File: src/rtl/control_unit_pkg.sv
// Shared definitions for the multicycle control unit.
// Holds the RV64 opcode/funct constants for the supported subset (ld, sd, add, sub),
// the one-hot state encoding, the ALU operation encodings and the instruction-class enum.
package control_unit_pkg;

  localparam logic [6:0] OPC_LOAD   = 7'b0000011;
  localparam logic [6:0] OPC_STORE  = 7'b0100011;
  localparam logic [6:0] OPC_OP     = 7'b0110011;
  localparam logic [2:0] F3_DWORD   = 3'b011;
  localparam logic [2:0] F3_ADDSUB  = 3'b000;
  localparam logic [6:0] F7_ADD     = 7'b0000000;
  localparam logic [6:0] F7_SUB     = 7'b0100000;

  localparam logic [1:0] ALU_ADD = 2'd0;
  localparam logic [1:0] ALU_SUB = 2'd1;

  typedef enum logic [4:0] {
    ST_IDLE      = 5'b00001,
    ST_DECODE    = 5'b00010,
    ST_EXECUTE   = 5'b00100,
    ST_MEM       = 5'b01000,
    ST_WRITEBACK = 5'b10000
  } state_t;

  typedef enum logic [2:0] {
    CLS_LD,
    CLS_SD,
    CLS_ADD,
    CLS_SUB,
    CLS_ILLEGAL
  } instr_class_t;

endpackage

File: src/rtl/instr_decoder.sv
// Purely combinational instruction decoder.
// Maps the instruction register to its class, register fields and sign-extended immediate.
// Ports: ir (instruction word) -> cls, rs1, rs2, rd, imm (I-type for ld, S-type for sd, else 0).
module instr_decoder
  import control_unit_pkg::*;
#(
  parameter int WORDSIZE   = 64,
  parameter int SIZE       = 32,
  parameter int REG_ADDR_W = 5
) (
  input  logic [SIZE-1:0]       ir,
  output instr_class_t          cls,
  output logic [REG_ADDR_W-1:0] rs1,
  output logic [REG_ADDR_W-1:0] rs2,
  output logic [REG_ADDR_W-1:0] rd,
  output logic [WORDSIZE-1:0]   imm
);

  logic [6:0]  opcode;
  logic [2:0]  funct3;
  logic [6:0]  funct7;
  logic [11:0] imm_i;
  logic [11:0] imm_s;

  assign opcode = ir[6:0];
  assign funct3 = ir[14:12];
  assign funct7 = ir[31:25];
  assign rd     = ir[11:7];
  assign rs1    = ir[19:15];
  assign rs2    = ir[24:20];
  assign imm_i  = ir[31:20];
  assign imm_s  = {ir[31:25], ir[11:7]};

  always_comb begin
    cls = CLS_ILLEGAL;
    imm = '0;
    if (opcode == OPC_LOAD && funct3 == F3_DWORD) begin
      cls = CLS_LD;
      imm = {{(WORDSIZE-12){imm_i[11]}}, imm_i};
    end else if (opcode == OPC_STORE && funct3 == F3_DWORD) begin
      cls = CLS_SD;
      imm = {{(WORDSIZE-12){imm_s[11]}}, imm_s};
    end else if (opcode == OPC_OP && funct3 == F3_ADDSUB) begin
      if (funct7 == F7_ADD)      cls = CLS_ADD;
      else if (funct7 == F7_SUB) cls = CLS_SUB;
    end
  end

endmodule

File: src/rtl/multicycle_control_unit.sv
// Multi-cycle control FSM for the register-file / ALU / data-memory datapath.
// Accepts one instruction per valid/ready handshake and sequences decode, execute,
// memory and writeback for ld, sd, add and sub.
// Ports: clk, reset (async, active-high); instr_valid/instr_ready/instruction handshake;
// dm_ready from data memory; register-file, ALU and data-memory control outputs;
// done / illegal / mem_timeout one-cycle status pulses.
// Optional: define CONTROL_UNIT_PERF_EN to add saturating perf_retired / perf_stall counters.
//
// state     | meaning
// ----------+---------------------------------------------------------
// IDLE      | waiting for instr_valid; IR latched on acceptance
// DECODE    | register addresses driven; illegal instructions flagged
// EXECUTE   | ALU controls and immediate driven; timeout counter cleared
// MEM       | dm_read / dm_write_enable held until dm_ready or timeout
// WRITEBACK | register-file write (suppressed for rd = x0), done pulse
module multicycle_control_unit
  import control_unit_pkg::*;
#(
  parameter int WORDSIZE    = 64,
  parameter int SIZE        = 32,
  parameter int REG_ADDR_W  = 5,
  parameter int ALU_OP_W    = 2,
  parameter int MEM_TIMEOUT = 16
) (
  input  logic                  clk,
  input  logic                  reset,
  input  logic                  instr_valid,
  output logic                  instr_ready,
  input  logic [SIZE-1:0]       instruction,
  input  logic                  dm_ready,
  output logic [REG_ADDR_W-1:0] rf_addr_a,
  output logic [REG_ADDR_W-1:0] rf_addr_b,
  output logic                  rf_write_enable,
  output logic [REG_ADDR_W-1:0] rf_write_addr,
  output logic                  rf_wb_sel,
  output logic [ALU_OP_W-1:0]   alu_op,
  output logic                  alu_src_imm,
  output logic [WORDSIZE-1:0]   imm,
  output logic                  dm_read,
  output logic                  dm_write_enable,
  output logic                  done,
  output logic                  illegal,
`ifdef CONTROL_UNIT_PERF_EN
  output logic [31:0]           perf_retired,
  output logic [31:0]           perf_stall,
`endif
  output logic                  mem_timeout
);

  localparam logic [7:0] TMO_LIMIT = 8'(MEM_TIMEOUT);

  state_t                state, state_nxt;
  logic [SIZE-1:0]       ir;
  logic [7:0]            tmo_cnt;
  instr_class_t          cls;
  logic [REG_ADDR_W-1:0] rs1, rs2, rd;
  logic [WORDSIZE-1:0]   imm_dec;
  logic                  is_mem;
  logic                  tmo_hit;

  instr_decoder #(
    .WORDSIZE  (WORDSIZE),
    .SIZE      (SIZE),
    .REG_ADDR_W(REG_ADDR_W)
  ) u_dec (
    .ir (ir),
    .cls(cls),
    .rs1(rs1),
    .rs2(rs2),
    .rd (rd),
    .imm(imm_dec)
  );

  assign is_mem  = (cls == CLS_LD) || (cls == CLS_SD);
  // Abort is taken on the cycle after the last allowed stall, so the strobe
  // is seen for exactly MEM_TIMEOUT stalled cycles.
  assign tmo_hit = (tmo_cnt == TMO_LIMIT);

  always_ff @(posedge clk or posedge reset) begin
    if (reset) state <= ST_IDLE;
    else       state <= state_nxt;
  end

  always_ff @(posedge clk or posedge reset) begin
    if (reset) begin
      ir      <= '0;
      tmo_cnt <= '0;
    end else begin
      if (state == ST_IDLE && instr_valid) ir <= instruction;
      if (state == ST_EXECUTE)
        tmo_cnt <= '0;
      else if (state == ST_MEM && !dm_ready && !tmo_hit)
        tmo_cnt <= tmo_cnt + 8'd1;
    end
  end

  always_comb begin
    state_nxt       = state;
    instr_ready     = 1'b0;
    rf_addr_a       = '0;
    rf_addr_b       = '0;
    rf_write_enable = 1'b0;
    rf_write_addr   = '0;
    rf_wb_sel       = 1'b0;
    alu_op          = '0;
    alu_src_imm     = 1'b0;
    imm             = '0;
    dm_read         = 1'b0;
    dm_write_enable = 1'b0;
    done            = 1'b0;
    illegal         = 1'b0;
    mem_timeout     = 1'b0;

    if (state != ST_IDLE) begin
      rf_addr_a = rs1;
      rf_addr_b = rs2;
    end
    if (state inside {ST_EXECUTE, ST_MEM, ST_WRITEBACK}) begin
      alu_op      = (cls == CLS_SUB) ? ALU_OP_W'(ALU_SUB) : ALU_OP_W'(ALU_ADD);
      alu_src_imm = is_mem;
      imm         = imm_dec;
    end

    case (state)
      ST_IDLE: begin
        instr_ready = 1'b1;
        if (instr_valid) state_nxt = ST_DECODE;
      end
      ST_DECODE: begin
        if (cls == CLS_ILLEGAL) begin
          illegal   = 1'b1;
          state_nxt = ST_IDLE;
        end else begin
          state_nxt = ST_EXECUTE;
        end
      end
      ST_EXECUTE: begin
        state_nxt = is_mem ? ST_MEM : ST_WRITEBACK;
      end
      ST_MEM: begin
        if (tmo_hit) begin
          mem_timeout = 1'b1;
          state_nxt   = ST_IDLE;
        end else begin
          dm_read         = (cls == CLS_LD);
          dm_write_enable = (cls == CLS_SD);
          if (dm_ready) begin
            if (cls == CLS_LD) begin
              state_nxt = ST_WRITEBACK;
            end else begin
              done      = 1'b1;
              state_nxt = ST_IDLE;
            end
          end
        end
      end
      ST_WRITEBACK: begin
        rf_write_addr   = rd;
        rf_wb_sel       = (cls == CLS_LD);
        rf_write_enable = (rd != '0);
        done            = 1'b1;
        state_nxt       = ST_IDLE;
      end
      default: state_nxt = ST_IDLE;
    endcase
  end

`ifdef CONTROL_UNIT_PERF_EN
  always_ff @(posedge clk or posedge reset) begin
    if (reset) begin
      perf_retired <= '0;
      perf_stall   <= '0;
    end else begin
      if (done && perf_retired != '1)
        perf_retired <= perf_retired + 32'd1;
      if (state == ST_MEM && !dm_ready && perf_stall != '1)
        perf_stall <= perf_stall + 32'd1;
    end
  end
`endif

endmodule

File: config.mk
export PLATFORM = sky130hd
export DESIGN_NAME = multicycle_control_unit
export DESIGN_NICKNAME = d
export VERILOG_FILES = /design/src/rtl/control_unit_pkg.sv /design/src/rtl/instr_decoder.sv /design/src/rtl/multicycle_control_unit.sv
export SDC_FILE = /design/constraint.sdc
export NUM_CORES = 1
export LEC_CHECK = 0
export ABC_AREA = 1
export CAP_MARGIN = 20
export CORE_UTILIZATION = 42
export DETAILED_ROUTE_END_ITERATION = 10
export PLACE_DENSITY = 0.84
export SKIP_LAST_GASP = 1
export SYNTH_ARGS = -nofsm -noshare
export SYNTH_HDL_FRONTEND = slang
export SYNTH_SLANG_ARGS = --single-unit
File: constraint.sdc
create_clock -name clk -period 5 [get_ports clk]
set_clock_uncertainty 0.1 [all_clocks]
set_input_delay 1 -clock clk [delete_from_list [all_inputs] [get_ports clk]]
set_output_delay 1 -clock clk [all_outputs]
set_load 0.01 [all_outputs]
==> results_dict.tcl, run 1 <==
set metrics [dict create \
    status "finished, violations left" \
    violations "design-rule violations" \
    synth_most_common_cell "nand2_1" \
    worst_slew_pin_slew_ns 0.951 \
    detail-route-antenna-nets 0 \
    die-area_sq_um 7090 \
    grt_pass1_vias 2401 \
    antenna_cells 0 \
    cts.htree.levels 2 \
    cts_buffers 5 \
    maxCapViolations 0 \
    path_clk_slew_ns 0.08 \
    core_region_area_sq_um 6420 \
    synth_top_area_share_pct 38.8 \
    syn-cell-area_sq_um 2840 \
    synth_edf_count 0 \
    cp.arrival_ns 2.73 \
    portBuffers 124 \
    track_usage_pct 20.2 \
    crit_fanout 53 \
    min_path_type "flip-flop to flip-flop" \
    die_x_microns 84.2 \
    worstPathRequired_ns 3.90 \
    grt_pass1_wl_mm 11.5 \
    drt-initial-drc-count 173 \
    place_congestion 0.851 \
    p_leak_uw 0.00175 \
    period_minus_slack_ns 3.83 \
    synthTopCellsByArea "dfrtp_1, buf_4, nand2_1" \
    io_pins 126 \
    cts_tree "yes" \
    dpl.hpwl_mm 5.33 \
    clk_latency_ns 0.30 \
    yosysSeqAreaShare_pct 39.7 \
    fin_crit_sh_pct 76.6 \
    initial_core_util_pct 44.2 \
    synthToLayoutAreaGrowth_pct 36.0 \
    power_uw 1440 \
    synth_cells 383 \
    synth_top_area_cell "dfrtp_1" \
    fp.dieH_microns 84.2 \
    cts_resized 0 \
    netlist_top_cells_count "nand2_1, buf_4, nor2_1, inv_1, dfrtp_1" \
    synth_warnings 0 \
    power_density_nw_per_um2 373 \
    layout-drive-gt1-share_pct 6.58 \
    ys.flop_type "dfrtp_1" \
    num_vias 2500 \
    grt_setup_unrepaired "false" \
    synth_nets 421 \
    endpoint_kind "primary output" \
    cts_hold_buf 0 \
    pre_cts_ws_ns 1.29 \
    avgRoutedWirePerCell_microns 13.3 \
    ys_seq_elements 45 \
    cts_buffer_depth 2 \
    max_freq_ghz 0.261 \
    overflow 0 \
    crit_type "flip-flop to primary output" \
    nNetsFinal 493 \
    clock-root-buffer "clkbuf_8" \
    setup_viol 0 \
    drv_slew 0 \
    clock_sinks 45 \
    grt_max_degree 57 \
    drc 8 \
    drt_wl_total_mm 7.10 \
    antenna_found_initial 0 \
    hold_viol 0 \
    tns_ns 0 \
    dr.pass1.iters 7 \
    async_flop_share_pct 100 \
    final_core_util_pct 60.1 \
    fp-row-count 29 \
    irDropWorstVdd_uv 226 \
    setup_slack_ns 1.17 \
    synth.avg_cell_area_sq_um 7.41 \
    ys_types 31 \
    post_cts_buffers 0 \
    viasPerCell 4.69 \
    holdWs_ns 0.393 \
    slew_headroom_pct 36.5 \
    cp-start-kind "flip-flop" \
]
## logic make-up after synthesis
family                     Yosys count  synth area share, %
and+or+nand+nor                    181                 28.3
buffers and inverters              112                 23.1
DFF                                 45                 39.7
AOI/OAI and AO/OA                   40                 7.27
xor gates and xnor gates             2                0.617
adders and majority gates            2                0.881
other                                1                0.132
## worst max-delay path: stages, from the launching register on
cell             delay, ns
dfstp_2               0.39
nor2_2                0.16
nand4_1               0.34
nand2_1               0.25
nand2_2               0.15
nor2_2                0.11
buf_4                 0.39
clkdlybuf4s50_1       0.64
## power by group
group,total [uW],switching [uW],leakage (uW),internal (uW)
combinational,528,313,0.00112,216
clock,325,127,0.0000681,199
sequential,588,85.3,0.000564,503
total,1440,525,0.00175,917
## flip-flops by register name, indices dropped and copies added, names as in the netlist
signal / count
ir: 32
tmo_cnt: 8
state: 5
## cell type report
type | count | area [sq um]
Clock inverter | 3 | 65.1
Fill cell | 580 | 2560
Clock buffer | 5 | 68.8
Multi-Input combinational cell | 226 | 1060
Tap cell | 77 | 96.3
Sequential cell | 45 | 1130
Timing Repair Buffer | 125 | 1250
Inverter | 52 | 196
## worst paths after layout
| check | start | endpoint | slack [ns] | cells past startpoint |
|---|---|---|---|---|
| max in group asynchronous | reset | ir[8]$_DFFE_PP0P_ | 3.07 | 2 |
| min reg2reg | ir[0]$_DFFE_PP0P_ | ir[0]$_DFFE_PP0P_ | 0.39 | 2 |
| min in group asynchronous | reset | tmo_cnt[2]$_DFFE_PP0P_ | 1.13 | 2 |
| max reg2reg | state[0]$_DFFE_PP1P_ | ir[10]$_DFFE_PP0P_ | 2.63 | 6 |
| max | state[0]$_DFFE_PP1P_ | imm[29] | 1.17 | 7 |
| min | ir[0]$_DFFE_PP0P_ | ir[0]$_DFFE_PP0P_ | 0.39 | 2 |
## cells in the final DEF (no fill, tap or decap), drive strengths merged, types with 4 or more instances in the layout
master,n
o21ai,29
nand2,100
nor3,4
nand4,7
a21oi,8
nand3,13
inv,51
clkbuf,5
nor2,56
clkdlybuf4s50,124
dfrtp,44
## through the flow
| stage | cells | instance area (sq um) |
|---|---|---|
| after CTS | 533 | 3860 |
| after floorplan | 383 | 2840 |
| after detailed placement | 525 | 3730 |
| final | 533 | 3860 |
| after global routing | 533 | 3860 |
| after global placement | 525 | 3730 |
## routing by layer
layer	track usage, %	vias up	wire length (microns)
li1	-	1264	-
met1	25.8	1157	3090
met2	34.6	66	3540
met3	3.24	13	284
met4	7.52	0	185
met5	0	-	0
No activity file was read; power rests on OpenSTA's default activity.
==> run 2: changes to the inputs <==
==> constraint.sdc (replaced) <==
create_clock -name clk -period 3.54 [get_ports clk]
set_clock_uncertainty 0.1 [all_clocks]
set_input_delay 0.708 -clock clk [delete_from_list [all_inputs] [get_ports clk]]
set_output_delay 0.708 -clock clk [all_outputs]
set_load 0.01 [all_outputs]
==> results_dict.tcl, run 2 (same netlist as run 1, synthesis figures left out) <==
set metrics [dict create \
    status "finished, violations left" \
    violations "design-rule violations" \
    setup_viol 0 \
    overflow 0 \
    cts.htree.levels 2 \
    crit_chain "nor2_2, inv_2, nor2_4, nor2_1, nand2_1, nand2_2, nor2_2, buf_12, clkdlybuf4s50_1" \
    grt_pass1_wl_mm 11.0 \
    max_freq_ghz 0.304 \
    detail-route-antenna-nets 0 \
    nNetsFinal 494 \
    dr.pass1.iters 7 \
    clock-root-buffer "clkbuf_8" \
    track_usage_pct 19.7 \
    p_sw_share_pct 37.9 \
    antenna_cells 0 \
    period_minus_slack_ns 3.29 \
    fin_crit_sh_pct 93.1 \
    drv_slew 0 \
    die-area_sq_um 7090 \
    grt_pass1_vias 2277 \
    nFillCells 581 \
    grt_setup_unrepaired "false" \
    cts_buffer_depth 2 \
    fp-row-count 29 \
    endpoint_kind "primary output" \
    cts_resized 0 \
    irDropWorstVdd_uv 346 \
    path_clk_slew_ns 0.08 \
    slowest_stage "clkdlybuf4s50_1" \
    pre_cts_ws_ns 0.555 \
    fp.dieH_microns 84.2 \
    synthToLayoutAreaGrowth_pct 35.0 \
    io_pins 126 \
    cts_buffers 5 \
    viasPerCell 4.58 \
    clk_latency_ns 0.30 \
    switchingPower_uw 715 \
    top_register "ir" \
    maxCapViolations 0 \
    num_vias 2440 \
    portBuffers 124 \
    antenna_found_initial 0 \
    die_x_microns 84.2 \
    drt_wl_total_mm 6.95 \
    crit_path_frequent_cell "nor2_2" \
    clock_sinks 45 \
    avgRoutedWirePerCell_microns 13.0 \
    core_region_area_sq_um 6420 \
    p_seq_share_pct 43.9 \
    place_congestion 0.854 \
    min_path_type "flip-flop to flip-flop" \
    setup_slack_ns 0.245 \
    largest_register_ffs 32 \
    post_cts_buffers 0 \
    worstPathRequired_ns 2.73 \
    cp.arrival_ns 2.49 \
    final_cell_mix "clkdlybuf4s50_1, nand2_1, nor2_1" \
    cp-start-kind "flip-flop" \
    pwr-share-clk_pct 17.0 \
    final_common_cell "clkdlybuf4s50_1" \
    placed_area_sq_um 3750 \
    regArea_sq_um 1130 \
    internal-power_uw 1170 \
    holdWs_ns 0.385 \
    multiInputGateArea_sq_um 1060 \
    hold_viol 0 \
    initial_core_util_pct 44.2 \
    tns_ns 0 \
    top_regs "ir: 32 flops, tmo_cnt: 8 flops, state: 5 flops" \
    cts_tree "yes" \
    slew_headroom_pct 38.8 \
    grt_max_degree 57 \
    p_leak_uw 0.00173 \
    crit_type "flip-flop to primary output" \
    stdcell_area_sq_um 3830 \
    cts_hold_buf 0 \
    crit_fanout 53 \
    layout-drive-gt1-share_pct 6.36 \
    power_density_nw_per_um2 492 \
    worst_slew_pin_slew_ns 0.916 \
    comb_power_share_pct 39.1 \
    slowest_delay_ns 0.59 \
    drc 8 \
    dpl.hpwl_mm 5.26 \
    drt-initial-drc-count 117 \
]
[run 2: changes by cell type in the layout (fill, tap and decap cells not counted)]
cell       change
bufinv_16      -2
clkbuf_8       +1
buf_12         +1
clkinv_2       -1
clkbuf_1       +1
[run 2: area by class of cell]
| type | count | area share, % |
|---|---|---|
| inverters | 52 | 5.12 |
| flip-flops and latches | 45 | 29.4 |
| clock buffers | 7 | 2.25 |
| multi-input cells | 226 | 27.6 |
| well taps | 77 | 2.51 |
| repair buffers | 126 | 33.1 |
[run 2: critical path, delay by kind of cell (launching register included)]
family | cells | cell delay [ns]
flops | 1 | 0.38
buf+inv | 3 | 0.89
simple gates | 6 | 0.90
[run 2: through the flow]
stage               std cells  power [uW]  util [%]
finish                    533        1890      59.7
global route              533        2040      59.7
CTS                       533        1900      59.7
detailed placement        526        1580      58.3
global placement          526        1550      58.3
floorplan                 383        1310         -
[run 2: path summary, 6_finish.rpt]
kind                                      start            endpoint  slack (ns)  cells after the start
min in group asynchronous                 reset  ir[12]$_DFFE_PP0P_        0.82                      2
min reg2reg                   ir[1]$_DFFE_PP0P_   ir[1]$_DFFE_PP0P_        0.39                      2
max in group asynchronous                 reset   ir[0]$_DFFE_PP0P_        1.93                      2
max reg2reg                state[0]$_DFFE_PP1P_  ir[27]$_DFFE_PP0P_        1.29                      5
min                           ir[1]$_DFFE_PP0P_   ir[1]$_DFFE_PP0P_        0.39                      2
max                        state[0]$_DFFE_PP1P_             imm[35]        0.25                      9
[run 2: routing by layer]
| metal | global-route usage, % | share of wire, % |
|---|---|---|
| met5 | 0 | 0 |
| met3 | 3.15 | 4.0 |
| met1 | 24.7 | 45 |
| met2 | 34.4 | 49 |
| met4 | 7.05 | 2.3 |
[run 2: power by group through the flow]
stage                     sequential, uW  clock, uW  combinational, uW
after floorplan                      800          0                506
after detailed placement             836          0                739
final                                828        321                737
after global routing                 850        351                835
after global placement               828          0                719
after CTS                            827        329                744
==> run 3: changes to the inputs <==
--- a/config.mk
+++ b/config.mk
@@ -6,6 +6,7 @@
 export NUM_CORES = 1
 export LEC_CHECK = 0
 export ABC_AREA = 1
+export ABC_CLOCK_PERIOD_IN_PS = 3540
 export CAP_MARGIN = 20
 export CORE_UTILIZATION = 42
 export DETAILED_ROUTE_END_ITERATION = 10
==> results of run 3 <==
Final layout, timing and power as in run 2 (identical DEF).
